File: src/rtl/rsi_algo.sv
// RSI threshold-signal generator: clamps each sample, then a confirm/hysteresis FSM
// drives level signals for oversold (out1) and overbought (out2).
`timescale 1ns/1ps
module rsi_algo #(
    parameter int unsigned WIDTH   = 32,
    parameter int unsigned RSI_MAX = 100,
    parameter int unsigned LOW_TH  = 30,
    parameter int unsigned HIGH_TH = 70,
    parameter int unsigned HYST    = 5,
    parameter int unsigned CONFIRM = 2
) (
    input  logic             clk,
    input  logic             rst_n,
    input  logic [WIDTH-1:0] rsi_,
    output logic             out1,
    output logic             out2
);

    localparam int unsigned EW = WIDTH + 1;

    // One guard bit so the exit thresholds can never wrap.
    localparam logic [WIDTH:0] MAX_X     = EW'(RSI_MAX);
    localparam logic [WIDTH:0] LOW_X     = EW'(LOW_TH);
    localparam logic [WIDTH:0] HIGH_X    = EW'(HIGH_TH);
    localparam logic [WIDTH:0] LOW_EXIT  = EW'(LOW_TH) + EW'(HYST);
    localparam logic [WIDTH:0] HIGH_EXIT = (HIGH_TH > HYST) ? EW'(HIGH_TH - HYST) : '0;
    localparam logic [7:0]     CONF_C    = 8'(CONFIRM);
    localparam bit             CONF_ONE  = (CONFIRM == 1);

    if (LOW_EXIT > HIGH_EXIT) begin : g_bad_band
        $error("rsi_algo: LOW_TH+HYST must not exceed HIGH_TH-HYST");
    end
    if (CONFIRM < 1 || CONFIRM > 255) begin : g_bad_confirm
        $error("rsi_algo: CONFIRM must be in 1..255");
    end

    typedef enum logic [2:0] {
        NEUTRAL,
        PEND_LOW,
        OVERSOLD,
        PEND_HIGH,
        OVERBOUGHT
    } state_e;

    state_e           state_q, state_d;
    logic [WIDTH-1:0] r_rsi_q, r_rsi_d;
    logic [7:0]       cnt_q, cnt_d, cnt_inc;
    logic             out1_q, out2_q;

    logic [WIDTH:0]   rsi_x;
    logic             below, above;
    state_e           start_low, start_high;

    assign r_rsi_d    = ({1'b0, rsi_} > MAX_X) ? MAX_X[WIDTH-1:0] : rsi_;
    assign rsi_x      = {1'b0, r_rsi_q};
    assign below      = rsi_x < LOW_X;
    assign above      = rsi_x > HIGH_X;
    assign cnt_inc    = (cnt_q == 8'hFF) ? cnt_q : cnt_q + 8'd1;
    assign start_low  = CONF_ONE ? OVERSOLD : PEND_LOW;
    assign start_high = CONF_ONE ? OVERBOUGHT : PEND_HIGH;

    always_comb begin
        // NOTE: defaults first so every path assigns every output -- no latches.
        state_d = state_q;
        cnt_d   = cnt_q;
        unique case (state_q)
            NEUTRAL: begin
                if (below) begin
                    state_d = start_low;
                    cnt_d   = 8'd1;
                end else if (above) begin
                    state_d = start_high;
                    cnt_d   = 8'd1;
                end
            end
            PEND_LOW: begin
                if (below) begin
                    cnt_d = cnt_inc;
                    if (cnt_inc == CONF_C) state_d = OVERSOLD;
                end else if (above) begin
                    state_d = start_high;
                    cnt_d   = 8'd1;
                end else begin
                    state_d = NEUTRAL;
                    cnt_d   = 8'd0;
                end
            end
            PEND_HIGH: begin
                if (above) begin
                    cnt_d = cnt_inc;
                    if (cnt_inc == CONF_C) state_d = OVERBOUGHT;
                end else if (below) begin
                    state_d = start_low;
                    cnt_d   = 8'd1;
                end else begin
                    state_d = NEUTRAL;
                    cnt_d   = 8'd0;
                end
            end
            OVERSOLD: begin
                if (rsi_x >= LOW_EXIT) begin
                    // A jump straight past the overbought line restarts confirmation there.
                    if (above) begin
                        state_d = start_high;
                        cnt_d   = 8'd1;
                    end else begin
                        state_d = NEUTRAL;
                        cnt_d   = 8'd0;
                    end
                end
            end
            OVERBOUGHT: begin
                if (rsi_x <= HIGH_EXIT) begin
                    if (below) begin
                        state_d = start_low;
                        cnt_d   = 8'd1;
                    end else begin
                        state_d = NEUTRAL;
                        cnt_d   = 8'd0;
                    end
                end
            end
            default: begin
                state_d = NEUTRAL;
                cnt_d   = 8'd0;
            end
        endcase
    end

    // NOTE: sequential state uses non-blocking assignments so every register
    // samples the pre-edge values regardless of statement order.
    always_ff @(posedge clk or negedge rst_n) begin
        if (!rst_n) begin
            r_rsi_q <= '0;
            cnt_q   <= '0;
            state_q <= NEUTRAL;
            out1_q  <= 1'b0;
            out2_q  <= 1'b0;
        end else begin
            r_rsi_q <= r_rsi_d;
            cnt_q   <= cnt_d;
            state_q <= state_d;
            out1_q  <= (state_d == OVERSOLD);
            out2_q  <= (state_d == OVERBOUGHT);
        end
    end

    assign out1 = out1_q;
    assign out2 = out2_q;

endmodule

File: config.mk
export PLATFORM = sky130hd
export DESIGN_NAME = rsi_algo
export DESIGN_NICKNAME = d
export VERILOG_FILES = /design/src/rtl/rsi_algo.sv
export SDC_FILE = /design/constraint.sdc
export NUM_CORES = 1
export LEC_CHECK = 0
export CAP_MARGIN = 20
export CORE_ASPECT_RATIO = 2
export CORE_UTILIZATION = 40
export DETAILED_ROUTE_END_ITERATION = 6
export PLACE_DENSITY = 0.66
export SYNTH_ARGS = -nofsm -noshare
export SYNTH_HDL_FRONTEND = slang
export SYNTH_SLANG_ARGS = --single-unit
File: constraint.sdc
create_clock -name clk -period 4 [get_ports clk]
set_clock_uncertainty 0.1 [all_clocks]
set_input_delay 0.8 -clock clk [delete_from_list [all_inputs] [get_ports clk]]
set_output_delay 0.8 -clock clk [all_outputs]
set_load 0.03 [all_outputs]
Word level (Yosys, flattened, before mapping) --
Cells that the tools add are included.
Operators by class: equal/unequal tests 11, reductions and logical operators 2, add/sub/neg operators 1, multiplexer cells 22, magnitude comparators 5
Operators with widths (count):
- 32-bit by 7-bit greater-than comparator with 1-bit output (second input constant) | 2
- 8-bit 2-to-1 mux | 7
- 8-bit one-hot mux with 5 select lines | 1
- 32-bit by 6-bit greater-or-equal comparator with 1-bit output (second input constant) | 1
- 32-bit by 7-bit less-or-equal comparator with 1-bit output (second input constant) | 1
- 32-bit by 5-bit less-than comparator with 1-bit output (second input constant) | 1
- 32-bit 2-to-1 mux | 1
- 3-bit 2-to-1 mux | 8
- 3-bit one-hot mux with 5 select lines | 1
- 3-bit by 2-bit equality test with 1-bit output (second input constant) | 3
- 8-bit by 1-bit adder with 8-bit output (second input constant) | 1
- 8-bit by 2-bit equality test with 1-bit output (second input constant) | 1
- 8-bit equality test (second input constant) | 1
- 3-bit equality test (second input constant) | 2
- 2-bit inequality test (second input constant) | 2
- 3-bit by 1-bit equality test with 1-bit output (second input constant) | 1
- 3-bit logical NOT | 1
- 1-bit 2-to-1 mux | 3
- 3-bit inequality test (second input constant) | 1
- 3-bit AND reduction | 1
- 2-bit 2-to-1 mux | 1
Word-level totals: output and inout bits 2, flip-flop bits (word level) 45, bits of input ports 34, logic and storage cells 46

Depth between registers and ports, before layout --
depth after elaboration 7, mapped depth 7, depth with buffers taken out 7

Worst setup path before layout --
No wires, ideal clock.
kind register -> register, from register r_rsi_q[9], to register cnt_q[4], stages on the path, launching flop included 8, arrival 2035 ps, setup slack 1800 ps, cell sequence dfrtp_1 > nor4_2 > nand4_2 > or3_1 > mux2_4 > buf_6 > a311oi_2 > o22a_1
Between the ends: cells in the longest elaborated chain, start to end 3, elaborated cells between the ends (all ways) 12, those cells by class 4 x order compare; 3 x eq/ne; 4 x mux; 1 x reduce/logical
RTL lines:
- from (decl) | line 46 | logic [WIDTH-1:0] r_rsi_q, r_rsi_d;
- from (signal assigned) | line 140 | r_rsi_q <= r_rsi_d;
- 32-bit by 7-bit greater-than comparator with 1-bit output, or another cell as far along | line 57 | assign above = rsi_x > HIGH_X;
- 8-bit 2-to-1 mux, or another cell as far along | line 89 | if (above) begin
- 8-bit one-hot mux with 5 select lines or 3-bit AND reduction (tied branches)
- to (signal assigned) | line 141 | cnt_q <= cnt_d;
- to (decl) | line 47 | logic [7:0] cnt_q, cnt_d, cnt_inc;
Several ways; a longest one is shown, not always the timed one. A chain may end at the register's enable or synchronous reset.

Worst setup path after layout --
from register r_rsi_q[2], to register cnt_q[1]
Same word-level chain as after synthesis.

==> run metrics <==
outcome complete, no violations; Area Overhead vs Synth 27.84%; Via-to-Cell Ratio 5.550; H-tree depth 2; Post-Syn Area per Cell 11.80 µm²; Main synth FF type dfrtp_1; critical-path cell list and3_1, o41ai_1, nor4b_4, mux2_4, nor2_1, a311o_1; Design Area, Final 2609 µm²; Max clock buf depth 2; vias in the first global route 1601; reg2reg start r_rsi_q[2]$_DFF_PN0_; post-synthesis cell area 2041 µm²; Vias 1604; Clock Pin Slew Worst Setup and Hold Paths 80 ps; worst setup path start r_rsi_q[2]$_DFF_PN0_; CP startpoint kind flop; Total GRT Usage 17.61%; Slew Viols, Final 0; Die Ht 103.0 µm; DR iter-0 viols 22; Cell Area, Placed 2510 µm²; worst path required time 4080 ps; kind of critical path reg -> reg; area leader, netlist dfrtp_1; WL/cell 13.85 µm; Hold Path End cnt_q[6]$_DFFE_PN0P_; Routed WL 4002 µm; area of the multi-input gates 967.2 µm²; Post-synth EDFFs 0; port buffer count 35; Placer Congestion 0.8560; core area 4865 µm²; Post-CTS Hold Fix Bufs 0; Starting Density 41.95%; Slowest-stage cell, CP o41ai_1; share of layout cells above drive strength 1 10.78%; Setup Fix Bufs, Post-CTS 0; Root Driver clkbuf_8; FF/Latch Area 1126 µm²; Synth Area in Compound Gates 14.71%; Final min period 2465 ps; Die Span X 52.51 µm; reg2reg setup slack 1530 ps; final setup vio count 0; GRT overflow 0; # diodes 0; hold path depth 1; largest family of logic cells by synthesized area simple AND/OR/NAND/NOR gates; wire length of the first global-routing pass 6851 µm; I/O pins 36; CTS Buf Count 5; kind of cell adding the most delay to the critical path compound AO/OA/AOI/OAI gates; fraction of registers with async set/reset 100.0%; crit path buf inv count 0; endpoints failing hold 0; Worst Hold Launch cnt_q[6]$_DFFE_PN0P_; Max-Cap Viols 0; Synth Area in XOR/XNOR 0.8584%; R2R depth 6; sequential-to-total area share from yosys stat 55.18%; post-synthesis mux area share 0.7357%; simple-gate share of the synthesized area 25.87%; Cell Pwr Density 345.7 nW/µm²; CTS tree done; final worst-path cycle share 61.63%; NumNets Final 266; Pre-antenna DRT Iters 4; synth top area cells dfrtp_1 55%, nor4_1 3.1%, nor4_2 3.1%, o22a_1 3.0%, nand4_1 1.8%; # DRC 0; Sink Count 45; Worst-Margin Slew 914.5 ps; fillers 456; dpl ws 1414 ps; Critical Path AT 2540 ps; crit end category flop; largest net degree at the start of global routing 46; Post-Syn Instances 173; setup total negative slack 0 ps; yosys warns 0; Peak Freq 0.4056 GHz; Leak 1.014 nW; worst-skew pair later-pin latency 300 ps; Rows 36; worst hold slack 502.2 ps; top cell type's share of synthesized area 55.18%; ANT nets after route 0; crit-path max cell delay 470 ps; Peak VDD IR 0.2847 mV; dpl hpwl 3127 µm; crit-path max FO 14; HP Class reg -> reg; die area 5409 µm²; Post-CTS Resized 0; slack of the critical path 1535 ps; Adder-Cell Fraction of Synth Area 0.6131%; RSZ-0062 raised after global routing no; Yosys reg bits 45; worst r2r dst cnt_q[1]$_DFFE_PN0P_; Relative slew margins 39.04%; initial antenna violation count 0; post-synth cell types 45
-- flip-flops by register name, summed over array words and instances (netlist names) --
register and cells:
out2 1, cnt_q 8, r_rsi_q 32, out1 1, state_q 3
-- kinds of logic after synthesis --
group	count (synthesis)
buf+inv	8
fa+ha+maj	1
flops	45
mux	1
xor+xnor	2
simple gates	79
other cells	1
compound gates	36
-- worst max path at each step --
stage / end / cells past startpoint / slack (ps)
2_1_floorplan: cnt_q[4]$_DFFE_PN0P_ / 7 / 1800
3_3_place_gp: r_rsi_q[4]$_DFF_PN0_ / 5 / 1460
3_5_place_dp: r_rsi_q[4]$_DFF_PN0_ / 5 / 1410
4_1_cts: cnt_q[1]$_DFFE_PN0P_ / 6 / 1510
5_1_grt: state_q[1]$_DFF_PN0_ / 6 / 1310
6_report: cnt_q[1]$_DFFE_PN0P_ / 6 / 1530
-- layout by cell type (no fill, tap or decap), types with 3 or more instances in the layout --
cell	count
or3_1	6
nor4_2	5
and3_1	3
nand2_1	8
nand4_1	6
o31ai_1	3
dfrtp_1	45
clkdlybuf4s50_1	34
nor3b_1	3
clkbuf_8	6
o21ai_0	4
nor3_1	6
nor2_1	8
a311oi_1	4
a31oi_1	3
nand3_1	5
nor4_1	10
o41ai_1	3
o22a_1	7
nand2b_1	4
conb_1	25
and2_1	4
-- synthesized netlist by cell type (2+ instances only) --
master / instances
nor3_1: 6
nor4_2: 5
o22a_1: 7
o31a_1: 2
o31ai_1: 3
nor4_1: 10
o21ai_0: 4
nor3b_2: 2
nand3_1: 5
and2_1: 4
nor3b_1: 3
nor3_2: 2
nand2b_1: 4
clkbuf_1: 7
a311oi_1: 4
dfrtp_1: 45
or3_1: 6
a31oi_1: 3
and3_1: 3
o41ai_1: 3
nor2_1: 8
o21bai_1: 2
nand2_1: 8
nand4_1: 6
-- worst register-to-register path: stages (launching register included) --
cell,delay (ps)
dfrtp_1,400
and3_1,180
o41ai_1,470
nor4b_4,450
mux2_4,360
nor2_1,70
a311o_1,330
-- per-layer routing --
layer / wire [µm] / track usage, % / vias up
li1: - / - / 765
met1: 1281 / 15.06 / 779
met2: 2422 / 35.44 / 50
met3: 161 / 3.392 / 10
met4: 136 / 8.907 / 0
met5: 0 / 0 / -
-- final cells by class --
| class | count | share of cell area (%) |
|---|---|---|
| repair buffers | 35 | 13.24 |
| flip-flops and latches | 45 | 43.17 |
| clock inverters | 2 | 0.6235 |
| multi-input cells | 144 | 37.07 |
| well taps | 57 | 2.734 |
| clock buffers | 6 | 3.165 |
-- per-stage QoR --
step                      utilization [%]  power [W]  std cells
after floorplan                         -  0.0005724        197
after global placement              51.59  0.0006240        281
after detailed placement            51.59  0.0006241        281
after CTS                           53.63  0.0009139        289
after global routing                53.63  0.0009498        289
final                               53.63  0.0009019        289
-- power by group --
part / switching [W] / internal [W]
logic: 0.0000632 / 0.0000620
registers: 0.0000164 / 0.000473
clock network: 0.000146 / 0.000142
Note: power is estimated with default switching activity, not from simulation.
